===== src/rtl/mem_read_master_ysyx23060136_if.sv =====
// Load request/response and peripheral read-bus signals between the core
// MEM stage, the read master, and the memory-mapped responders.
interface mem_read_master_ysyx23060136_if;
    // Core-side load request and response
    logic        load_req_valid;
    logic        load_req_ready;
    logic [31:0] load_addr;
    logic [2:0]  load_size;
    logic        load_unsigned;
    logic        load_resp_valid;
    logic [63:0] load_resp_data;
    logic        load_resp_err;

    // Peripheral read bus
    logic [31:0] MEM_raddr;
    logic [2:0]  MEM_rsize;
    logic        MEM_raddr_valid;
    logic        MEM_raddr_ready;
    logic [63:0] MEM_rdata;
    logic        MEM_rdata_valid;
    logic        MEM_rdata_ready;

    // The read master's view
    modport master (
        input  load_req_valid, load_addr, load_size, load_unsigned,
        output load_req_ready, load_resp_valid, load_resp_data, load_resp_err,
        output MEM_raddr, MEM_rsize, MEM_raddr_valid, MEM_rdata_ready,
        input  MEM_raddr_ready, MEM_rdata, MEM_rdata_valid
    );

    // The environment's view: core on one side, responder on the other
    modport slave (
        output load_req_valid, load_addr, load_size, load_unsigned,
        input  load_req_ready, load_resp_valid, load_resp_data, load_resp_err,
        input  MEM_raddr, MEM_rsize, MEM_raddr_valid, MEM_rdata_ready,
        output MEM_raddr_ready, MEM_rdata, MEM_rdata_valid
    );
endinterface


===== src/rtl/mem_read_master_ysyx23060136.sv =====
// Read-channel initiator: turns one core load into one read transaction on
// the peripheral bus, extracts and extends the addressed lane of the
// returned doubleword, and reports misalignment, illegal size or an
// unresponsive slave as an error response instead of stalling the core.
module mem_read_master_ysyx23060136 #(
    parameter int TIMEOUT_CYCLES = 255
) (
    input logic clk,
    input logic rst,
    mem_read_master_ysyx23060136_if.master bus
);

    localparam int CW = $clog2(TIMEOUT_CYCLES + 1);
    localparam logic [CW-1:0] TIMEOUT_MAX = CW'(TIMEOUT_CYCLES);

    localparam logic [1:0] S_IDLE = 2'd0;
    localparam logic [1:0] S_ADDR = 2'd1;
    localparam logic [1:0] S_DATA = 2'd2;
    localparam logic [1:0] S_RESP = 2'd3;

    logic [1:0]    state_q, state_d;
    logic [31:0]   addr_q, addr_d;
    logic [2:0]    size_q, size_d;
    logic          unsigned_q, unsigned_d;
    logic [CW-1:0] cnt_q, cnt_d;
    logic [63:0]   data_q, data_d;
    logic          err_q, err_d;

    // A request is legal when its size is 0..3 and the address is naturally
    // aligned to that size.
    function automatic logic request_ok(input logic [2:0] offs, input logic [2:0] size);
        logic ok;
        case (size)
            3'd0:    ok = 1'b1;
            3'd1:    ok = (offs[0] == 1'b0);
            3'd2:    ok = (offs[1:0] == 2'b00);
            3'd3:    ok = (offs == 3'b000);
            default: ok = 1'b0;
        endcase
        return ok;
    endfunction

    // Shift the addressed byte lane down to bit 0 and extend it to 64 bits.
    // Dword reads are always returned as-is, whatever load_unsigned says.
    function automatic logic [63:0] extract(input logic [63:0] rdata,
                                            input logic [2:0]  offs,
                                            input logic [2:0]  size,
                                            input logic        uns);
        logic [63:0] lane;
        logic [63:0] ext;
        lane = rdata >> {offs, 3'b000};
        case (size)
            3'd0:    ext = uns ? {56'd0, lane[7:0]}  : {{56{lane[7]}},  lane[7:0]};
            3'd1:    ext = uns ? {48'd0, lane[15:0]} : {{48{lane[15]}}, lane[15:0]};
            3'd2:    ext = uns ? {32'd0, lane[31:0]} : {{32{lane[31]}}, lane[31:0]};
            default: ext = lane;
        endcase
        return ext;
    endfunction

    // Next-state and datapath decision for the four-phase transaction.
    always_comb begin
        // NOTE: every _d gets its hold value first, so no path leaves a
        // variable unassigned and no latch is inferred.
        state_d    = state_q;
        addr_d     = addr_q;
        size_d     = size_q;
        unsigned_d = unsigned_q;
        cnt_d      = cnt_q;
        data_d     = data_q;
        err_d      = err_q;

        case (state_q)
            S_IDLE: begin
                if (bus.load_req_valid) begin
                    addr_d     = bus.load_addr;
                    size_d     = bus.load_size;
                    unsigned_d = bus.load_unsigned;
                    if (request_ok(bus.load_addr[2:0], bus.load_size)) begin
                        state_d = S_ADDR;
                        cnt_d   = '0;
                    end else begin
                        // Rejected without touching the bus.
                        state_d = S_RESP;
                        data_d  = '0;
                        err_d   = 1'b1;
                    end
                end
            end
            S_ADDR: begin
                // A handshake coinciding with expiry still proceeds.
                if (bus.MEM_raddr_ready) begin
                    state_d = S_DATA;
                    cnt_d   = '0;
                end else if (cnt_q == TIMEOUT_MAX) begin
                    state_d = S_RESP;
                    data_d  = '0;
                    err_d   = 1'b1;
                end else begin
                    cnt_d = cnt_q + CW'(1);
                end
            end
            S_DATA: begin
                if (bus.MEM_rdata_valid) begin
                    state_d = S_RESP;
                    data_d  = extract(bus.MEM_rdata, addr_q[2:0], size_q, unsigned_q);
                    err_d   = 1'b0;
                end else if (cnt_q == TIMEOUT_MAX) begin
                    state_d = S_RESP;
                    data_d  = '0;
                    err_d   = 1'b1;
                end else begin
                    cnt_d = cnt_q + CW'(1);
                end
            end
            S_RESP: begin
                // Response is a single-cycle pulse with no back-pressure.
                state_d = S_IDLE;
            end
            default: begin
                state_d = S_IDLE;
            end
        endcase
    end

    // State registers; reset abandons any in-flight transaction silently.
    always_ff @(posedge clk or posedge rst) begin
        // NOTE: every register here is small control/datapath state, so all
        // of them take the reset value; the bus outputs depend on it.
        if (rst) begin
            state_q    <= S_IDLE;
            addr_q     <= '0;
            size_q     <= '0;
            unsigned_q <= 1'b0;
            cnt_q      <= '0;
            data_q     <= '0;
            err_q      <= 1'b0;
        end else begin
            // NOTE: non-blocking assignments so every register samples the
            // pre-edge values, independent of statement order.
            state_q    <= state_d;
            addr_q     <= addr_d;
            size_q     <= size_d;
            unsigned_q <= unsigned_d;
            cnt_q      <= cnt_d;
            data_q     <= data_d;
            err_q      <= err_d;
        end
    end

    // Handshake outputs are decoded from state only, never from responder inputs.
    assign bus.load_req_ready  = (state_q == S_IDLE);
    assign bus.load_resp_valid = (state_q == S_RESP);
    assign bus.load_resp_data  = data_q;
    assign bus.load_resp_err   = err_q;
    assign bus.MEM_raddr       = addr_q;
    assign bus.MEM_rsize       = size_q;
    assign bus.MEM_raddr_valid = (state_q == S_ADDR);
    assign bus.MEM_rdata_ready = (state_q == S_DATA);

endmodule


===== src/flat_wrapper.sv =====
// flat-port wrapper written by rule: the top's interface ports become plain ports
module mem_read_master_ysyx23060136_flat 
#(
    parameter int TIMEOUT_CYCLES = 255
)
  (clk, rst, bus_load_req_valid, bus_load_addr, bus_load_size, bus_load_unsigned, bus_load_req_ready, bus_load_resp_valid, bus_load_resp_data, bus_load_resp_err, bus_MEM_raddr, bus_MEM_rsize, bus_MEM_raddr_valid, bus_MEM_rdata_ready, bus_MEM_raddr_ready, bus_MEM_rdata, bus_MEM_rdata_valid);
  mem_read_master_ysyx23060136_if bus_i ();
  input logic clk;
  input logic rst;
  input wire logic [$bits(bus_i.load_req_valid)-1:0] bus_load_req_valid;
  input wire logic [$bits(bus_i.load_addr)-1:0] bus_load_addr;
  input wire logic [$bits(bus_i.load_size)-1:0] bus_load_size;
  input wire logic [$bits(bus_i.load_unsigned)-1:0] bus_load_unsigned;
  output wire logic [$bits(bus_i.load_req_ready)-1:0] bus_load_req_ready;
  output wire logic [$bits(bus_i.load_resp_valid)-1:0] bus_load_resp_valid;
  output wire logic [$bits(bus_i.load_resp_data)-1:0] bus_load_resp_data;
  output wire logic [$bits(bus_i.load_resp_err)-1:0] bus_load_resp_err;
  output wire logic [$bits(bus_i.MEM_raddr)-1:0] bus_MEM_raddr;
  output wire logic [$bits(bus_i.MEM_rsize)-1:0] bus_MEM_rsize;
  output wire logic [$bits(bus_i.MEM_raddr_valid)-1:0] bus_MEM_raddr_valid;
  output wire logic [$bits(bus_i.MEM_rdata_ready)-1:0] bus_MEM_rdata_ready;
  input wire logic [$bits(bus_i.MEM_raddr_ready)-1:0] bus_MEM_raddr_ready;
  input wire logic [$bits(bus_i.MEM_rdata)-1:0] bus_MEM_rdata;
  input wire logic [$bits(bus_i.MEM_rdata_valid)-1:0] bus_MEM_rdata_valid;
  assign bus_i.load_req_valid = bus_load_req_valid;
  assign bus_i.load_addr = bus_load_addr;
  assign bus_i.load_size = bus_load_size;
  assign bus_i.load_unsigned = bus_load_unsigned;
  assign bus_load_req_ready = bus_i.load_req_ready;
  assign bus_load_resp_valid = bus_i.load_resp_valid;
  assign bus_load_resp_data = bus_i.load_resp_data;
  assign bus_load_resp_err = bus_i.load_resp_err;
  assign bus_MEM_raddr = bus_i.MEM_raddr;
  assign bus_MEM_rsize = bus_i.MEM_rsize;
  assign bus_MEM_raddr_valid = bus_i.MEM_raddr_valid;
  assign bus_MEM_rdata_ready = bus_i.MEM_rdata_ready;
  assign bus_i.MEM_raddr_ready = bus_MEM_raddr_ready;
  assign bus_i.MEM_rdata = bus_MEM_rdata;
  assign bus_i.MEM_rdata_valid = bus_MEM_rdata_valid;
  mem_read_master_ysyx23060136 #(.TIMEOUT_CYCLES(TIMEOUT_CYCLES)) u_core (.clk(clk), .rst(rst), .bus(bus_i));
endmodule

===== config.mk =====
export PLATFORM = sky130hd
export DESIGN_NAME = mem_read_master_ysyx23060136_flat
export DESIGN_NICKNAME = d
export VERILOG_FILES = /design/src/rtl/mem_read_master_ysyx23060136_if.sv /design/src/rtl/mem_read_master_ysyx23060136.sv /design/src/flat_wrapper.sv
export SDC_FILE = /design/constraint.sdc
export NUM_CORES = 1
export LEC_CHECK = 0
export CAP_MARGIN = 20
export CORE_MARGIN = 2
export CORE_UTILIZATION = 40
export DETAILED_ROUTE_END_ITERATION = 10
export PLACE_DENSITY = 0.81
export SLEW_MARGIN = 0
export SYNTH_ARGS = -nofsm -noshare
export SYNTH_HDL_FRONTEND = slang
export SYNTH_SLANG_ARGS = --single-unit

===== constraint.sdc =====
create_clock -name clk -period 3.5 [get_ports clk]
set_input_delay 0.525 -clock clk [delete_from_list [all_inputs] [get_ports clk]]
set_output_delay 0.525 -clock clk [all_outputs]
set_load 0.1 [all_outputs]

==> results of run 1 <==
-- cell usage in the layout, fill, tap and decap left out, drive strengths merged, types with 2 or more instances in the layout --
cell and count:
a211o 2, a211oi 9, a21o 2, a21oi 16
a22o 3, a2bb2oi 8, a31oi 2, a32o 32
and2 7, buf 23, bufinv 2, clkbuf 9
clkdlybuf4s50 201, clkinv 3, dfrtp 111, ha 5
inv 9, mux2 39, mux2i 43, mux4 30
nand2 56, nand2b 3, nand3 6, nand4 2
nor2 21, nor2b 7, nor3 14, o21a 8
o21ai 36, o22a 2, o2bb2ai 32, or2 3
or3 3, or4 2
-- cell type report --
type | count | area, sq um
clock buffers | 9 | 225.2
clock inverters | 7 | 105.1
fillers | 1336 | 6787
inverters | 8 | 32.53
multi-input cells | 406 | 3473
flip-flops and latches | 111 | 2783
well taps | 216 | 270.3
repair buffers | 224 | 2210
-- worst register-to-register path, stage by stage (launching register included) --
cell and delay (ns):
dfrtp_1 0.62, buf_4 0.33, inv_1 0.08, nor3_1 0.37
nor4bb_4 0.10, a2111o_2 0.74, a32o_1 0.33
-- sequential cells by signal (all words and copies together), names as in the netlist --
name and flops:
u_core.bus.MEM_raddr 32, u_core.bus.MEM_rsize 3, u_core.bus.load_resp_data 64, u_core.bus.load_resp_err 1
u_core.cnt_q 8, u_core.state_q 2, u_core.unsigned_q 1
-- cells by family (layout without fill, tap and decap cells) --
logic type	count (synthesis)	in the layout	share of synthesized area, %
adders and majority gates	5	5	0.9599
AOI/OAI and AO/OA	160	160	18.79
xor gates and xnor gates	1	1	0.1344
DFF	111	111	42.62
buffers and inverters	63	248	4.377
muxes	112	112	23.71
and+or+nand+nor	128	128	9.407
-- worst paths after layout --
kind / endpoint / slack [ns] / depth (start not counted)
max: u_core.bus.load_resp_data[34] / 0.80 / 6
min: u_core.bus.load_resp_data[40] / 0.50 / 1
max reg2reg: u_core.bus.load_resp_data[34] / 0.80 / 6
min reg2reg: u_core.bus.load_resp_data[40] / 0.50 / 1
max in group asynchronous: u_core.bus.load_resp_data[30] / 2.25 / 3
min in group asynchronous: u_core.bus.MEM_raddr[26] / 0.60 / 2
-- layer usage --
layer | part of all wire, % | up-vias | global-route usage (%)
met3 | 11 | 41 | 6.867
li1 | - | 2581 | -
met4 | 3.0 | 0 | 10.14
met2 | 46 | 357 | 37.29
met1 | 40 | 2833 | 31.89
met5 | 0 | - | 0
-- stage by stage --
step                      utilization, %  setup slack (ns)
final                              57.28            0.8001
after global routing               57.28            0.6867
after CTS                          57.28            0.8234
after detailed placement           55.20            0.6035
after global placement             55.20            0.6240
after floorplan                        -           0.04435
==> results.cfg, run 1 <==
[clocking]
cts.repair.resized = 0
path_clk_slew_ns = 0.08
cts_root_buf = clkbuf_16
clockBufferDepth = 2
clk_latency_ns = 0.36
clock_sinks = 111
hold_buffers = 0
cts_setup_buffers = 0
h-tree-depth = 3
cts_tree = built
numCtsBuffers = 9

[synth]
netlist_top_cells_area = dfrtp_1 43%, mux4_2 10%, mux2_2 6.7%, mux2i_1 6.6%, a32o_1 4.9%
synth.most_common_cell = dfrtp_1
syn_nets = 690
synth_top_area_share_pct = 42.62
synth_edf_count = 0
ys_ff_latch = 111
ys_top_cells_by_count = 111 x dfrtp_1, 55 x nand2_1, 43 x mux2i_1, 39 x mux2_2, 35 x o21ai_0
async_flop_share_pct = 100.0
avgSynthCellArea_sq_um = 11.24
syn_inst = 580
synthesis.area_sq_um = 6518
yosysWarnings = 0
yosysUniqueCellTypes = 52
yosys.area.top_type = dfrtp_1
synthFlopType = dfrtp_1
seq_area_frac_synth_pct = 42.62

[sta]
setup_viol = 0
hold_viol_final = 0
max_slew_margin_pct = 30.83
min_period_ns = 2.700
drv_slew = 0
hold_ws_ns = 0.4965
max_freq_ghz = 0.3704
clock-skew-final_ns = 0.009855
rsz0062_at_grt = no
worstMarginPinSlew_ns = 1.034
fin_crit_sh_pct = 77.14
final.setup.tns_ns = 0

[floorplanning]
die_w_um = 131.6
io_pins = 209
die-area_sq_um = 17330
coreArea_sq_um = 15890
rows = 46
initial_core_util_pct = 41.03
die_h_um = 131.6

[run]
drv_cap = 0

[global_routing]
grt_pass1_vias = 5812
grt_overflow = 0
antenna_found_initial = 0
grt_max_degree = 47
grt_use_total_pct = 24.14
grt_first_pass_wirelength_um = 32860

[drt]
finalWirelength_um = 20950
wl_per_cell_um = 21.35
drtAntennaViolNets = 0
route.detailed.drc = 0
drtIter0Drc = 606
first_pass_iters = 7
vias = 5812
routed_via_density = 5.925

[worst_setup_path]
critPathRequiredTime_ns = 3.74
cp.arrival_ns = 2.94
cpPeakStageDelay_ns = 0.74
cp_top_family = compound AO/OA/AOI/OAI gates
crit_path_end_kind = flop
setup.worst_path.class = flop to flop
r2r-start = u_core.bus.MEM_raddr[2]
cp-startpoint = u_core.bus.MEM_raddr[2]
cp-start-kind = flop
critical_path.cell_chain = buf_4, inv_1, nor3_1, nor4bb_4, a2111o_2, a32o_1
crit_slowest_cell = a2111o_2
crit_buf_inv = 2
crit_path_max_fanout = 32

[cells_and_area]
final_cells = 981
synthToLayoutAreaGrowth_pct = 39.60
design_area_sq_um = 9099
diodes = 0
drive_gt1_share_pct = 15.82
num-nets-final = 870

[placement]
post-dp-hpwl_um = 15280
dpl-instance-area_sq_um = 8768
dp.cells = 965
gp_routability_congestion = 0.8824
port_buffers = 208

[hold_path]
hold_path.startpoint = u_core.bus.load_resp_data[40]
hp-class = flop to flop

[run_status]
status = complete, no violations
Power of run 1 is not shown: default switching activity piles up to over one toggle a cycle in this logic, so the estimate is an artifact.
==> run 2, diff against run 1 <==
--- a/config.mk
+++ b/config.mk
@@ -9,7 +9,7 @@
 export CORE_MARGIN = 2
 export CORE_UTILIZATION = 40
 export DETAILED_ROUTE_END_ITERATION = 10
-export PLACE_DENSITY = 0.81
+export PLACE_DENSITY = 0.78
 export SLEW_MARGIN = 0
 export SYNTH_ARGS = -nofsm -noshare
 export SYNTH_HDL_FRONTEND = slang
==> constraint.sdc (replaced) <==
create_clock -name clk -period 2.81 [get_ports clk]
set_input_delay 0.4215 -clock clk [delete_from_list [all_inputs] [get_ports clk]]
set_output_delay 0.4215 -clock clk [all_outputs]
set_load 0.1 [all_outputs]
==> run 2 against run 1 <==
- critical path depth is the same
- first-iteration DRC count shrank 24%
- final area shrank 2.0%
- critical path type unchanged
- clock-buffer cell count grew 1
- hold slack lost 0.0036 ns
- highest routed layer unchanged
- largest cell class unchanged
- global-route usage shrank 0.092 points
==> results.cfg, run 2 (synthesized netlist as in run 1, its figures left out) <==
[run_status]
status = complete, no violations

[drt]
route.detailed.drc = 0
routed_via_density = 5.938
drtIter0Drc = 458
drtAntennaViolNets = 0
finalWirelength_um = 21200
wl_per_cell_um = 21.54
vias = 5843
first_pass_iters = 5

[global_routing]
grt_max_degree = 75
antenna_found_initial = 0
grt_overflow = 0
grt_pass1_vias = 5976
grt_first_pass_wirelength_um = 33010
grt_use_total_pct = 24.05

[worst_setup_path]
cp-startpoint = u_core.bus.MEM_raddr[1]
cpPeakStageDelay_ns = 0.74
crit_path_max_fanout = 53
cp.arrival_ns = 2.80
cp-start-kind = flop
critical_path.cell_chain = buf_12, mux2i_1, a22o_1, nor4bb_4, a2111o_2, a32o_1
r2r-start = u_core.bus.MEM_raddr[1]
crit_path_end_kind = flop
crit_slowest_cell = a2111o_2
setup.worst_path.class = flop to flop
critPathRequiredTime_ns = 3.05

[placement]
port_buffers = 208
gp_routability_congestion = 0.9156
post-place-ws_ns = -0.006246
post-dp-hpwl_um = 15510

[cells_and_area]
synthToLayoutAreaGrowth_pct = 36.76
fillers = 1413
multi_input_area_sq_um = 3478
drive_gt1_share_pct = 29.04
largest_reg_flops = 64
final_common_cell = buf_4
seqCellArea_sq_um = 2780
num-nets-final = 873
diodes = 0
mostFrequentLayoutCells = 116 x buf_4, 109 x dfrtp_1, 104 x clkdlybuf4s50_1, 55 x nand2_1, 43 x mux2i_1

[sta]
setup_viol = 0
clock-skew-final_ns = 0.01024
max_freq_ghz = 0.3909
fin_ws_ns = 0.2517
hold_viol_final = 0
max_slew_margin_pct = 40.95
min_period_ns = 2.558
drv_slew = 0
worstMarginPinSlew_ns = 0.8840
fin_crit_sh_pct = 91.04
rsz0062_at_grt = no

[clocking]
h-tree-depth = 3
path_clk_slew_ns = 0.08
clock_sinks = 111
cts_tree = built
numCtsBuffers = 9
cts_setup_buffers = 0
clk_latency_ns = 0.35
cts.repair.resized = 0
clockBufferDepth = 2
hold_buffers = 0
cts_root_buf = clkbuf_16

[hold_path]
hold_path.startpoint = u_core.bus.load_resp_data[0]
hp-class = flop to flop

[floorplanning]
die-area_sq_um = 17330
die_w_um = 131.6
io_pins = 209
die_h_um = 131.6
rows = 46
coreArea_sq_um = 15890
initial_core_util_pct = 41.03

[run]
drv_cap = 0
## run 2: layout make-up
type	instances	share of cell area (%)
multi-input combinational	406	39.02
clock inverter	6	0.6738
clock buffer	10	2.681
sequential	111	31.19
timing repair buffer	227	23.02
tap	216	3.032
inverter	8	0.3790
## run 2: critical path: cells and delay by family, from the launching register on
kind	cells	cell delay, ns
compound gates	3	1.29
flops	1	0.50
buf+inv	1	0.33
mux	1	0.23
simple gates	1	0.07
## run 2: worst paths after layout
check                                                     end  slack (ns)  cells after the start
worst max-delay path            u_core.bus.load_resp_data[52]        0.25                      6
worst min-delay path             u_core.bus.load_resp_data[0]        0.49                      1
worst max register to register  u_core.bus.load_resp_data[52]        0.25                      6
worst min register to register   u_core.bus.load_resp_data[0]        0.49                      1
max in group asynchronous             u_core.bus.MEM_raddr[0]        1.85                      3
min in group asynchronous        u_core.bus.load_resp_data[4]        0.53                      3
## run 2: per-stage QoR
step | setup TNS [ns] | hold WS [ns] | instances | util [%] | cell area [sq um]
after detailed placement | -0.006246 | 0.4754 | 968 | 54.23 | 8615
after CTS | 0 | 0.4959 | 984 | 56.11 | 8914
final | 0 | 0.4929 | 984 | 56.11 | 8914
after global routing | 0 | 0.5125 | 984 | 56.11 | 8914
after global placement | 0 | 0.4730 | 968 | 54.23 | 8615
after floorplan | 0 | 0.4602 | 580 | - | 6529
## run 2: layer usage
| metal | routed length, um | track usage [%] |
|---|---|---|
| met1 | 8614 | 30.56 |
| met2 | 9958 | 38.86 |
| met3 | 1990 | 7.600 |
| met4 | 633 | 8.333 |
| met5 | 0 | 0 |
Power of run 2 is left out for the same reason.
==> run 3, diff against run 2 <==
--- a/config.mk
+++ b/config.mk
@@ -9,7 +9,7 @@
 export CORE_MARGIN = 2
 export CORE_UTILIZATION = 40
 export DETAILED_ROUTE_END_ITERATION = 10
-export PLACE_DENSITY = 0.78
+export PLACE_DENSITY = 0.81
 export SLEW_MARGIN = 0
 export SYNTH_ARGS = -nofsm -noshare
 export SYNTH_HDL_FRONTEND = slang
==> constraint.sdc (replaced) <==
create_clock -name clk -period 2.22 [get_ports clk]
set_input_delay 0.333 -clock clk [delete_from_list [all_inputs] [get_ports clk]]
set_output_delay 0.333 -clock clk [all_outputs]
set_load 0.1 [all_outputs]
==> run 3 against run 2 <==
- first-iteration DRC count grew 6.1%
- sequential share of layout area shrank 1.6 points
- critical path type unchanged
- global-route usage grew 0.83 points
- clock-buffer cell count grew 2
- via count grew 2.8%
==> results.cfg, run 3 (synthesized netlist as in run 1, its figures left out) <==
[run_status]
status = complete, no violations

[worst_setup_path]
setup.worst_path.class = flop to flop
crit_path_max_fanout = 28
critPathRequiredTime_ns = 2.50
crit_slowest_cell = dfrtp_4
critical_path.cell_chain = buf_12, nor2b_1, buf_4, a2bb2oi_1, o21ai_0, a21oi_1, o2bb2ai_1
cpPeakStageDelay_ns = 0.50
cp-start-kind = flop
cp.arrival_ns = 2.43
crit_buf_inv = 2
cp_top_family = compound AO/OA/AOI/OAI gates
crit_path_end_kind = flop

[sta]
worstMarginPinSlew_ns = 0.4905
rsz0062_at_grt = no
clock-skew-final_ns = 0.008866
min_period_ns = 2.143
max_slew_margin_pct = 67.30
setup_viol = 0
max_freq_ghz = 0.4667
hold_ws_ns = 0.4090
hold_viol_final = 0
drv_slew = 0
fin_crit_sh_pct = 96.52
fin_ws_ns = 0.07723

[cells_and_area]
diodes = 0
fillers = 1328
largest_reg_flops = 64
synthToLayoutAreaGrowth_pct = 44.77
final_common_cell = buf_4
num-nets-final = 909
drive_gt1_share_pct = 34.45
mostFrequentLayoutCells = 142 x buf_4, 105 x dfrtp_1, 103 x clkdlybuf4s50_1, 55 x nand2_1, 42 x mux2i_1

[drt]
wl_per_cell_um = 21.08
routed_via_density = 5.891
drtIter0Drc = 486
route.detailed.drc = 0
drtAntennaViolNets = 0
finalWirelength_um = 21500
first_pass_iters = 5
vias = 6009

[global_routing]
grt_use_total_pct = 24.88
antenna_found_initial = 0
grt_overflow = 0
grt_pass1_vias = 6033
grt_first_pass_wirelength_um = 33930
grt_max_degree = 68

[run]
drv_cap = 0

[clocking]
clockBufferDepth = 2
path_clk_slew_ns = 0.07
h-tree-depth = 3
clock_sinks = 111
clk_latency_ns = 0.36
cts_root_buf = clkbuf_16
numCtsBuffers = 9
hold_buffers = 0
cts_tree = built

[hold_path]
hp-class = input pin to asynchronous set/reset pin

[floorplanning]
io_pins = 209
initial_core_util_pct = 41.03
die-area_sq_um = 17330
rows = 46
die_w_um = 131.6
die_h_um = 131.6
coreArea_sq_um = 15890

[placement]
post-dp-hpwl_um = 15900
post-place-ws_ns = -0.3021
gp_routability_congestion = 0.9155
port_buffers = 208
-- run 3: cell types whose count changed in the layout (fill, tap and decap cells not counted), sizes merged, moves of 2 or more --
cell / delta
buf: +36
bufinv: +2
clkbuf: +2
inv: -2
-- run 3: final cells by class --
| type | instances | area, sq um | area share (%) |
|---|---|---|---|
| clock buffer | 12 | 256.5 | 2.718 |
| clock inverter | 4 | 76.32 | 0.8089 |
| inverter | 8 | 33.78 | 0.3580 |
| multi-input combinational | 406 | 3587 | 38.02 |
| sequential | 111 | 2788 | 29.55 |
| tap | 216 | 270.3 | 2.864 |
| timing repair buffer | 263 | 2424 | 25.69 |
-- run 3: timing repair --
item                                    CTS  global route
resized for setup                         0             6
endpoints found under the setup margin    0            56
buffers inserted                          0             3
-- run 3: per-layer routing --
layer | share of wire [%] | GRT usage (%) | vias to the layer above
met1 | 42 | 33.21 | 2994
met5 | 0 | 0 | -
li1 | - | - | 2658
met3 | 8.6 | 7.446 | 44
met2 | 46 | 38.45 | 313
met4 | 3.1 | 8.998 | 0
-- run 3: stage by stage --
stage          instance area (sq um)  util, %  std cells  TNS, ns
2_1_floorplan                   6696        -        580   -6.101
3_3_place_gp                    9064    57.06       1001   -10.78
3_5_place_dp                    9064    57.06       1001   -12.37
4_1_cts                         9397    59.15       1017        0
5_1_grt                         9435    59.40       1020        0
6_report                        9435    59.40       1020        0
-- run 3: final timing paths --
check                           cells past startpoint                            end                           from  slack, ns
worst max-delay path                                7  u_core.bus.load_resp_data[13]        u_core.bus.MEM_raddr[0]       0.08
min in group clk                                    1  u_core.bus.load_resp_data[14]  u_core.bus.load_resp_data[14]       0.49
worst max register to register                      7  u_core.bus.load_resp_data[13]        u_core.bus.MEM_raddr[0]       0.08
worst min register to register                      1  u_core.bus.load_resp_data[14]  u_core.bus.load_resp_data[14]       0.49
worst min-delay path                                3                u_core.cnt_q[0]                            rst       0.41
max in group asynchronous                           3  u_core.bus.load_resp_data[58]                            rst       1.45
-- run 3: worst min-delay path, stage by stage --
cell	delay [ns]
clkdlybuf4s50_1	0.44
clkinvlp_4	0.12
buf_12	0.25
Power of run 3 is left out for the same reason.
